[src/rtl/uart_rx_pkg.sv]
`default_nettype none
// ============================================================================
// uart_rx_pkg : shared state encoding, limits and helpers for the UART receiver
// Revision    : 1.0
// ============================================================================
package uart_rx_pkg;

  typedef enum logic [2:0] {
    S_IDLE   = 3'd0,
    S_START  = 3'd1,
    S_DATA   = 3'd2,
    S_PARITY = 3'd3,
    S_STOP   = 3'd4
  } rx_state_t;

  localparam int MIN_PRESCALE  = 8;
  localparam int MIN_DATA_BITS = 5;

  // Bit period must be even so the three samples sit symmetrically around P/2.
  function automatic logic [5:0] clean_prescale(input logic [5:0] p);
    logic [5:0] even_p;
    even_p = {p[5:1], 1'b0};
    return (even_p < 6'(MIN_PRESCALE)) ? 6'(MIN_PRESCALE) : even_p;
  endfunction

  function automatic logic majority3(input logic a, input logic b, input logic c);
    return (a & b) | (a & c) | (b & c);
  endfunction

endpackage
`default_nettype wire

[src/rtl/uart_receiver_param_if.sv]
`default_nettype none
// ============================================================================
// uart_receiver_param_if : serial line, frame configuration and word handshake
// Revision               : 1.0
// ============================================================================
interface uart_receiver_param_if #(
  parameter int DATA_WIDTH = 8
);
  logic                  serial_data_in;
  logic [3:0]            data_bits;
  logic                  parity_enable;
  logic                  parity_type;
  logic                  stop_bits;
  logic [5:0]            prescale;
  logic                  rx_ready;
  logic                  rx_valid;
  logic [DATA_WIDTH-1:0] rx_data;
  logic                  parity_error;
  logic                  frame_error;
  logic                  overrun_error;
  logic                  break_detect;
  logic                  busy;

  modport slave (
    input  serial_data_in, data_bits, parity_enable, parity_type, stop_bits,
           prescale, rx_ready,
    output rx_valid, rx_data, parity_error, frame_error, overrun_error,
           break_detect, busy
  );

  modport master (
    output serial_data_in, data_bits, parity_enable, parity_type, stop_bits,
           prescale, rx_ready,
    input  rx_valid, rx_data, parity_error, frame_error, overrun_error,
           break_detect, busy
  );
endinterface
`default_nettype wire

[src/rtl/uart_rx_bit_sampler.sv]
`default_nettype none
// ============================================================================
// uart_rx_bit_sampler : bit-period counter with 3-sample majority vote
// Revision            : 1.0
// ============================================================================
module uart_rx_bit_sampler
  import uart_rx_pkg::*;
(
  input  logic       clk,
  input  logic       reset,
  input  logic       line,
  input  logic [5:0] prescale,
  input  logic       enable,
  output logic       bit_value,
  output logic       bit_done
);

  logic [5:0] r_cnt;
  logic       r_s0;
  logic       r_s1;
  logic [5:0] w_half;

  assign w_half = {1'b0, prescale[5:1]};

  always_ff @(posedge clk or negedge reset) begin
    if (!reset) begin
      r_cnt <= '0;
      r_s0  <= 1'b1;
      r_s1  <= 1'b1;
    end else if (!enable) begin
      r_cnt <= '0;
    end else begin
      r_cnt <= (r_cnt == prescale - 6'd1) ? '0 : r_cnt + 6'd1;
      if (r_cnt == w_half - 6'd1) r_s0 <= line;
      if (r_cnt == w_half)        r_s1 <= line;
    end
  end

  // Third sample is the live line value at the decision count.
  assign bit_done  = enable && (r_cnt == w_half + 6'd1);
  assign bit_value = majority3(r_s0, r_s1, line);

endmodule
`default_nettype wire

[src/rtl/uart_receiver_param.sv]
`default_nettype none
// ============================================================================
// uart_receiver_param : runtime-configurable UART receiver with error flags
// Revision            : 1.0
// ============================================================================
module uart_receiver_param
  import uart_rx_pkg::*;
#(
  parameter int DATA_WIDTH = 8
) (
  input  logic                  clk,
  input  logic                  reset,
  uart_receiver_param_if.slave  bus
);

  rx_state_t             r_state;
  logic                  r_sync1, r_sync2, r_prev;
  logic [5:0]            r_prescale;
  logic [3:0]            r_nbits, r_bit_cnt;
  logic                  r_par_en, r_par_type, r_stop2, r_stop_cnt;
  logic [DATA_WIDTH-1:0] r_shift;
  logic                  r_par_acc, r_par_err, r_frm_err, r_all_zero;
  logic                  r_rx_valid, r_perr_out, r_ferr_out, r_overrun, r_break;
  logic [DATA_WIDTH-1:0] r_rx_data;

  logic       w_line, w_start, w_bit, w_done, w_accept, w_enable;
  logic [3:0] w_nbits;

  always_ff @(posedge clk or negedge reset) begin
    if (!reset) begin
      r_sync1 <= 1'b1;
      r_sync2 <= 1'b1;
      r_prev  <= 1'b0;
    end else begin
      r_sync1 <= bus.serial_data_in;
      r_sync2 <= r_sync1;
      r_prev  <= r_sync2;
    end
  end

  // r_prev starts low, so a start needs the line seen high first (also after a break).
  assign w_line   = r_sync2;
  assign w_start  = r_prev & ~w_line;
  assign w_accept = r_rx_valid & bus.rx_ready;
  assign w_enable = (r_state != S_IDLE);

  always_comb begin
    w_nbits = bus.data_bits;
    if (bus.data_bits < 4'(MIN_DATA_BITS))
      w_nbits = 4'(MIN_DATA_BITS);
    else if (bus.data_bits > 4'(DATA_WIDTH))
      w_nbits = 4'(DATA_WIDTH);
  end

  uart_rx_bit_sampler u_sampler (
    .clk       (clk),
    .reset     (reset),
    .line      (w_line),
    .prescale  (r_prescale),
    .enable    (w_enable),
    .bit_value (w_bit),
    .bit_done  (w_done)
  );

  always_ff @(posedge clk or negedge reset) begin
    if (!reset) begin
      r_state    <= S_IDLE;
      r_prescale <= 6'(MIN_PRESCALE);
      r_nbits    <= 4'(DATA_WIDTH);
      r_bit_cnt  <= '0;
      r_par_en   <= 1'b0;
      r_par_type <= 1'b0;
      r_stop2    <= 1'b0;
      r_stop_cnt <= 1'b0;
      r_shift    <= '0;
      r_par_acc  <= 1'b0;
      r_par_err  <= 1'b0;
      r_frm_err  <= 1'b0;
      r_all_zero <= 1'b0;
      r_rx_valid <= 1'b0;
      r_rx_data  <= '0;
      r_perr_out <= 1'b0;
      r_ferr_out <= 1'b0;
      r_overrun  <= 1'b0;
      r_break    <= 1'b0;
    end else begin
      r_overrun <= 1'b0;
      r_break   <= 1'b0;
      if (w_accept) r_rx_valid <= 1'b0;

      case (r_state)
        S_IDLE: begin
          if (w_start) begin
            r_state    <= S_START;
            r_prescale <= clean_prescale(bus.prescale);
            r_nbits    <= w_nbits;
            r_par_en   <= bus.parity_enable;
            r_par_type <= bus.parity_type;
            r_stop2    <= bus.stop_bits;
            r_stop_cnt <= 1'b0;
            r_bit_cnt  <= '0;
            r_shift    <= '0;
            r_par_acc  <= 1'b0;
            r_par_err  <= 1'b0;
            r_frm_err  <= 1'b0;
            r_all_zero <= 1'b1;
          end
        end
        S_START: begin
          if (w_done) r_state <= w_bit ? S_IDLE : S_DATA;
        end
        S_DATA: begin
          if (w_done) begin
            for (int i = 0; i < DATA_WIDTH; i++)
              if (r_bit_cnt == 4'(i)) r_shift[i] <= w_bit;
            r_par_acc <= r_par_acc ^ w_bit;
            if (w_bit) r_all_zero <= 1'b0;
            if (r_bit_cnt == r_nbits - 4'd1)
              r_state <= r_par_en ? S_PARITY : S_STOP;
            else
              r_bit_cnt <= r_bit_cnt + 4'd1;
          end
        end
        S_PARITY: begin
          if (w_done) begin
            r_par_err <= ((r_par_acc ^ w_bit) != r_par_type);
            if (w_bit) r_all_zero <= 1'b0;
            r_state <= S_STOP;
          end
        end
        S_STOP: begin
          if (w_done) begin
            if (!r_stop_cnt && r_all_zero && !w_bit) begin
              r_break <= 1'b1;
              r_state <= S_IDLE;
            end else if (r_stop2 && !r_stop_cnt) begin
              r_stop_cnt <= 1'b1;
              r_frm_err  <= r_frm_err | ~w_bit;
            end else begin
              r_state <= S_IDLE;
              // A consumer taking the old word this cycle frees the slot for the new one.
              if (!r_rx_valid || bus.rx_ready) begin
                r_rx_valid <= 1'b1;
                r_rx_data  <= r_shift;
                r_perr_out <= r_par_err;
                r_ferr_out <= r_frm_err | ~w_bit;
              end else begin
                r_overrun <= 1'b1;
              end
            end
          end
        end
        default: r_state <= S_IDLE;
      endcase
    end
  end

  assign bus.rx_valid      = r_rx_valid;
  assign bus.rx_data       = r_rx_data;
  assign bus.parity_error  = r_perr_out;
  assign bus.frame_error   = r_ferr_out;
  assign bus.overrun_error = r_overrun;
  assign bus.break_detect  = r_break;
  assign bus.busy          = (r_state != S_IDLE);

endmodule
`default_nettype wire

[src/flat_wrapper.sv]
// flat-port wrapper written by rule: the top's interface ports become plain ports
module uart_receiver_param_flat import uart_rx_pkg::*;
#(
  parameter int DATA_WIDTH = 8
)
  (clk, reset, bus_serial_data_in, bus_data_bits, bus_parity_enable, bus_parity_type, bus_stop_bits, bus_prescale, bus_rx_ready, bus_rx_valid, bus_rx_data, bus_parity_error, bus_frame_error, bus_overrun_error, bus_break_detect, bus_busy);
  uart_receiver_param_if #(.DATA_WIDTH(DATA_WIDTH)) bus_i ();
  input  logic clk;
  input  logic reset;
  input wire logic [$bits(bus_i.serial_data_in)-1:0] bus_serial_data_in;
  input wire logic [$bits(bus_i.data_bits)-1:0] bus_data_bits;
  input wire logic [$bits(bus_i.parity_enable)-1:0] bus_parity_enable;
  input wire logic [$bits(bus_i.parity_type)-1:0] bus_parity_type;
  input wire logic [$bits(bus_i.stop_bits)-1:0] bus_stop_bits;
  input wire logic [$bits(bus_i.prescale)-1:0] bus_prescale;
  input wire logic [$bits(bus_i.rx_ready)-1:0] bus_rx_ready;
  output wire logic [$bits(bus_i.rx_valid)-1:0] bus_rx_valid;
  output wire logic [$bits(bus_i.rx_data)-1:0] bus_rx_data;
  output wire logic [$bits(bus_i.parity_error)-1:0] bus_parity_error;
  output wire logic [$bits(bus_i.frame_error)-1:0] bus_frame_error;
  output wire logic [$bits(bus_i.overrun_error)-1:0] bus_overrun_error;
  output wire logic [$bits(bus_i.break_detect)-1:0] bus_break_detect;
  output wire logic [$bits(bus_i.busy)-1:0] bus_busy;
  assign bus_i.serial_data_in = bus_serial_data_in;
  assign bus_i.data_bits = bus_data_bits;
  assign bus_i.parity_enable = bus_parity_enable;
  assign bus_i.parity_type = bus_parity_type;
  assign bus_i.stop_bits = bus_stop_bits;
  assign bus_i.prescale = bus_prescale;
  assign bus_i.rx_ready = bus_rx_ready;
  assign bus_rx_valid = bus_i.rx_valid;
  assign bus_rx_data = bus_i.rx_data;
  assign bus_parity_error = bus_i.parity_error;
  assign bus_frame_error = bus_i.frame_error;
  assign bus_overrun_error = bus_i.overrun_error;
  assign bus_break_detect = bus_i.break_detect;
  assign bus_busy = bus_i.busy;
  uart_receiver_param #(.DATA_WIDTH(DATA_WIDTH)) u_core (.clk(clk), .reset(reset), .bus(bus_i));
endmodule
[config.mk]
export PLATFORM = sky130hd
export DESIGN_NAME = uart_receiver_param_flat
export DESIGN_NICKNAME = d
export VERILOG_FILES = /design/src/rtl/uart_rx_pkg.sv /design/src/rtl/uart_receiver_param_if.sv /design/src/rtl/uart_rx_bit_sampler.sv /design/src/rtl/uart_receiver_param.sv /design/src/flat_wrapper.sv
export SDC_FILE = /design/constraint.sdc
export NUM_CORES = 1
export LEC_CHECK = 0
export ABC_AREA = 0
export ABC_CLOCK_PERIOD_IN_PS = 2400
export CAP_MARGIN = 20
export CORE_MARGIN = 1.5
export CORE_UTILIZATION = 51
export DETAILED_ROUTE_END_ITERATION = 12
export GPL_TIMING_DRIVEN = 0
export PLACE_DENSITY = 0.76
export SYNTH_ARGS = -nofsm -noshare
export SYNTH_HDL_FRONTEND = slang
export SYNTH_SLANG_ARGS = --single-unit
[constraint.sdc]
create_clock -name clk -period 2.4 [get_ports clk]
set_input_delay 0.72 -clock clk [delete_from_list [all_inputs] [get_ports clk]]
set_output_delay 0.72 -clock clk [all_outputs]
set_load 0.02 [all_outputs]
**Word-level counts from Yosys, hierarchy flattened**

Cells that the tools add are included.
W data, S select, Z words.

- Register bits: 57
- Input bits: 17
- Logic and storage cells: 187

- $add $sub $neg: 6
- $lt $le $gt $ge: 3
- Equal/unequal tests: 37
- Muxes and demuxes: 62
- Bitwise operators: 13
- Reduce and logical (&&, ||, !) cells: 34

Operator list:

| kind | count |
|---|---|
| $reduce_and A4 Y1 | 10 |
| $mux W1 | 34 |
| $mux W3 | 9 |
| $ne A2 B1 Y1 const B | 13 |
| $mux W4 | 5 |
| $eq A6 B6 Y1 | 3 |
| $mux W6 | 3 |
| $eq A4 B3 Y1 const B | 4 |
| $mux W8 | 2 |
| $pmux W8 S2 | 1 |
| $pmux W3 S5 | 1 |
| $ne A2 B2 Y1 const B | 6 |
| $pmux W1 S2 | 5 |
| $reduce_and A5 Y1 | 2 |
| $eq A4 B2 Y1 const B | 2 |
| $pmux W4 S2 | 1 |
| $reduce_bool A2 Y1 | 4 |
| $reduce_and A7 Y1 | 1 |
| $add A5 B1 Y6 const B | 1 |
| $add A6 B1 Y6 const B | 1 |
| $eq A3 B2 Y1 const B | 2 |
| $eq A6 B5 Y1 | 1 |
| $lt A6 B4 Y1 const B | 1 |
| $reduce_and A2 Y1 | 3 |
| other kinds (25) | 40 |

**Longest topological paths before layout**

- Word-level depth: 9
- Mapped depth: 10
- Gate-level depth less buffers: 7

**Cells and area by module**

Synthesis repeated with hierarchy kept, for this count alone.

- Cell total of the unflattened synthesis: 319
- Area total of the unflattened synthesis: 3,165.5 um^2

Modules (own cells, without submodules):

| module | times used | cells an instance | area an instance (um^2) | seq. area each (um^2) |
|---|---|---|---|---|
| uart_receiver_param | 1 | 218 | 2,283.4 | 1,206.2 |
| uart_rx_bit_sampler | 1 | 101 | 882.1 | 202.7 |

**Least setup slack after synthesis**

No wires, ideal clock.

- Path type: reg-to-reg
- From: register u_core.r_prescale[3]
- To: register u_core.r_perr_out (netlist: u_core.bus.parity_error)
- Setup time: 125 ps
- Data arrival time: 2,182 ps
- Data required time: 2,275 ps
- Path slack: 93 ps
- Cell stages (with the launch flop): 10
- Cell sequence: dfstp_2 > buf_2 > nand3_1 > xnor2_1 > nor4b_2 > and2_1 > buf_4 > nand4b_2 > buf_6 > mux2_4

- Word-level cells in the longest chain between the ends: 4

Ends and longest elaborated chain:

| item | line | RTL |
|---|---|---|
| from (decl) | uart_receiver_param.sv:18 | `logic [5:0] r_prescale;` |
| from (signal assigned) | uart_receiver_param.sv:68 | `r_prescale <= 6'(MIN_PRESCALE);` |
| from (signal assigned) | uart_receiver_param.sv:95 | `r_prescale <= clean_prescale(bus.prescale);` |
| $add A5 B1 Y6 | uart_rx_bit_sampler.sv:40 | `assign bit_done = enable && (r_cnt == w_half + 6'd1);` |
| $eq A6 B6 Y1 | uart_rx_bit_sampler.sv:40 |  |
| $logic_and A1 B1 Y1 | uart_rx_bit_sampler.sv:40 |  |
| $reduce_and A5 Y1 (no line) | - |  |
| to (signal assigned) | uart_receiver_param.sv:145 | `r_perr_out <= r_par_err;` |
| to (decl) | uart_receiver_param.sv:23 | `logic r_rx_valid, r_perr_out, r_ferr_out, r_overrun, r_break;` |

No other way between the ends.
A chain may end at the register's enable or synchronous reset.

**Worst setup path after layout**

- From: register u_core.r_prescale[3]
- To: register u_core.r_rx_data[7] (netlist: u_core.bus.rx_data[7])

- Word-level cells in the longest chain between the ends: 4

Ends and longest elaborated chain:

| item | line | RTL |
|---|---|---|
| $add A5 B1 Y6 | uart_rx_bit_sampler.sv:40 |  |
| $eq A6 B6 Y1 | uart_rx_bit_sampler.sv:40 |  |
| $logic_and A1 B1 Y1 | uart_rx_bit_sampler.sv:40 |  |
| $reduce_and A5 Y1 (no line) | - |  |
| to (signal assigned) | uart_receiver_param.sv:144 | `r_rx_data <= r_shift;` |
| to (decl) | uart_receiver_param.sv:24 | `logic [DATA_WIDTH-1:0] r_rx_data;` |

No other way between the ends.

==> run metrics <==
CP Max Fanout=6; gr usage total=a little over a fifth; CP max stage delay=slightly below 600 ps; area of the core=between 5000 and 6000 um2; dominant synthesized flop cell=dfrtp_1; CP endpoint kind=register; clk_lat worst skew=about 310 ps; layout net count=roughly 370; Power Density=~1100 nW/um2; Setup CP Type=reg2reg; final wirelength=around 6600 um; CP top delay family=buffers and inverters; R2R setup slack=roughly 1.7 ps; grt total ovfl=0; Initial Util=between 50% and 60%; IO Pins=31; CTS Buffer Depth=2; Final Power=3.984 mW; ANT cells=0; area of the die=~6500 um2; Clock transition at path regs=around 110 ps; Net Count, Synth=around 320; largest net degree at the start of global routing=29; port bufs=29; fmax=0.4170 GHz; fin crit period=~2400 ps; Worst Skew=~18 ps; routed vias/inst=~5.6; Util after Layout=between 60% and 70%; min setup slack post-route=~1.7 ps; CTS Root Cell=clkbuf_8; register bit total from synthesis=56; sum of buffers and inverters on the critical path=4; Sink Count=56; vias after detailed routing=2,365; die height=just over 80 um; unrepaired setup endpoints after global routing=true; Post-Syn Instances=~300; Placer Congestion=around 0.84; Static Leak=around 1.7 nW; syn_area_per_cell=between 10 and 15 um2; sequential fraction of the synthesis area=46.05%; asr flop ratio synth=100.0%; Setup violations, final=0; status=finished, final reports clean; Worst Setup Start Kind=register; pre-CTS setup slack=-152.8 ps; initial antenna violation count=0; # rows=28; Routed Antenna Nets=0; die width=80.45 um; Area growth syn-to-layout=23.03%; Slew Limit Headroom=55.87%; top-area cell type share of the netlist area=40.90%; post-synth top area cell=dfrtp_1; post-synth cell types=46; top-count cell post-synth=dfrtp_1; number of synthesized flops with an enable pin=0; fill count=approximately 450; post-detailed-route DRC marker count=0; first-pass detailed-route iteration total=4; max_cap viols=0; Max rail drop VDD=0.4882 mV; WL/cell=roughly 15 um; Slew Limit Fails=0; first-pass GRT wire length=around 11,000 um; fin crit share=between 90 and 100%; critical path's slowest cell=dfstp_2; CTS buffer count=5; Final Hold Viols=0; Area contributors post-synth=dfrtp_1, dfstp_2, xnor2_1; Hold Path Class=reg2reg; worst endpoint required time=2610 ps; cell breakdown of the critical path=buf_12 -> xnor2_4 -> xnor2_2 -> nor4b_2 -> buf_4 -> and2_4 -> buf_6 -> nand4b_4 -> clkbuf_16 -> mux2_4; top cells by count, synth=dfrtp_1, nand2_1, nand3_1; CTS tree=built; Synth Cell Area=between 3000 and 4000 um2; measured slew at the worst slew-check pin=roughly 660 ps; violation count after the first detailed-route iteration=about 200; fraction of layout cells with a size suffix above 1=about 18%; hpwl dp=roughly 4500 um; CTS H-Tree Depth=2; Worst Path Arrival=~2600 ps; Synth Warn #=0; number of global-route vias before repair=2,265
-- placed cells by master, fill, tap and decap left out, types with 3 or more instances in the layout --
cell | netlist | final
nand3_1 | 28 | 27
o21ai_0 | 4 | 4
xor2_1 | 10 | 10
clkbuf_1 | 10 | 9
ha_1 | 8 | 8
buf_4 | 3 | 14
nor3_1 | 8 | 7
buf_12 | 0 | 4
dfstp_2 | 6 | 6
mux2i_1 | 6 | 6
clkbuf_8 | 0 | 5
a21oi_1 | 6 | 6
dfrtp_1 | 50 | 50
clkdlybuf4s50_1 | 0 | 27
mux2_4 | 9 | 9
xnor2_1 | 18 | 16
nand2_1 | 35 | 35
mux2_2 | 5 | 5
nor2b_1 | 3 | 3
o211ai_1 | 7 | 7
nand4_1 | 3 | 3
inv_1 | 11 | 11
nor2_1 | 20 | 20
nor3b_1 | 3 | 3
o21ai_1 | 9 | 9
mux2_1 | 3 | 3
o31ai_1 | 5 | 5
-- cells by family after synthesis --
logic type	count (synthesis)	synth area share, %
XOR/XNOR	31	9.979
adder cells (fa/ha/maj)	8	3.272
AO/OA/AOI/OAI	41	8.835
buffers and inverters	29	4.499
AND/OR/NAND/NOR	111	18.04
multiplexers	23	9.325
flip-flops	56	46.05
-- registers in the layout (all words and copies together), names as in the netlist, 3 cells and up --
register / count
u_core.r_prescale: 5
u_core.r_shift: 8
u_core.r_bit_cnt: 4
u_core.r_nbits: 4
u_core.r_state: 3
u_core.u_sampler.r_cnt: 6
u_core.bus.rx_data: 8
-- worst paths after layout --
kind                                                  startpoint                                 to  cells after the start
min in group asynchronous                                  reset  u_core.bus.rx_data[1]$_DFFE_PN0P_                      2
worst max-delay path            u_core.r_prescale[3]$_DFFE_PN1P_  u_core.bus.rx_data[7]$_DFFE_PN0P_                     10
worst min-delay path                    u_core.r_sync1$_DFF_PN1_           u_core.r_sync2$_DFF_PN1_                      0
max in group asynchronous                                  reset           u_core.r_sync1$_DFF_PN1_                      2
worst min register to register          u_core.r_sync1$_DFF_PN1_           u_core.r_sync2$_DFF_PN1_                      0
worst max register to register  u_core.r_prescale[3]$_DFFE_PN1P_  u_core.bus.rx_data[7]$_DFFE_PN0P_                     10
-- layout make-up --
class                           instances  area (um2)  area share, %
Tap cell                               75       93.84          2.493
Sequential cell                        56        1409          37.43
Multi-Input combinational cell        214        1569          41.69
Buffer                                 17       107.6          2.859
Clock inverter                          3       22.52         0.5984
Inverter                               11       41.29          1.097
Timing Repair Buffer                   44       451.7          12.00
Clock buffer                            5       68.82          1.828
-- metal layers --
metal / track usage [%] / vias up / share of wire (%)
li1: - / 1136 / -
met1: 28.19 / 1173 / 45
met2: 35.21 / 52 / 50
met3: 3.864 / 4 / 4.0
met4: 6.034 / 0 / 0.66
met5: 0 / - / 0
-- power by group --
part           total [mW]  internal, mW  switching [mW]  leakage (nW)
logic                2.05          1.04            1.01         0.976
clock network       0.531         0.210           0.321        0.0485
registers            1.41          1.18           0.228         0.668
total                3.98          2.43            1.56          1.69
-- stage by stage --
stage / setup TNS [ps] / hold WS, ps / cells / area (um2)
finish: 0 / 361.0 / 425 / 3764
global route: -1260 / 365.6 / 425 / 3764
CTS: 0 / 363.8 / 417 / 3657
detailed placement: -1575 / 349.4 / 405 / 3478
global placement: -59600 / 346.8 / 403 / 3443
floorplan: 0 / 345.2 / 299 / 3059
-- worst register-to-register path, stage by stage, from the launching register on --
cell and delay [ps]:
dfstp_2 590, buf_12 120, xnor2_4 80, xnor2_2 140, nor4b_2 280, buf_4 170
and2_4 130, buf_6 120, nand4b_4 160, clkbuf_16 230, mux2_4 290
-- timing repair --
action | CTS | global route
cloned | 0 | 1
endpoints found under the setup margin | 22 | 19
resized for setup | 9 | 8
pin swaps | 1 | 2
buffers inserted | 5 | 7
hold buffers | 0 | 0
Power figures use the tool's default switching activity.
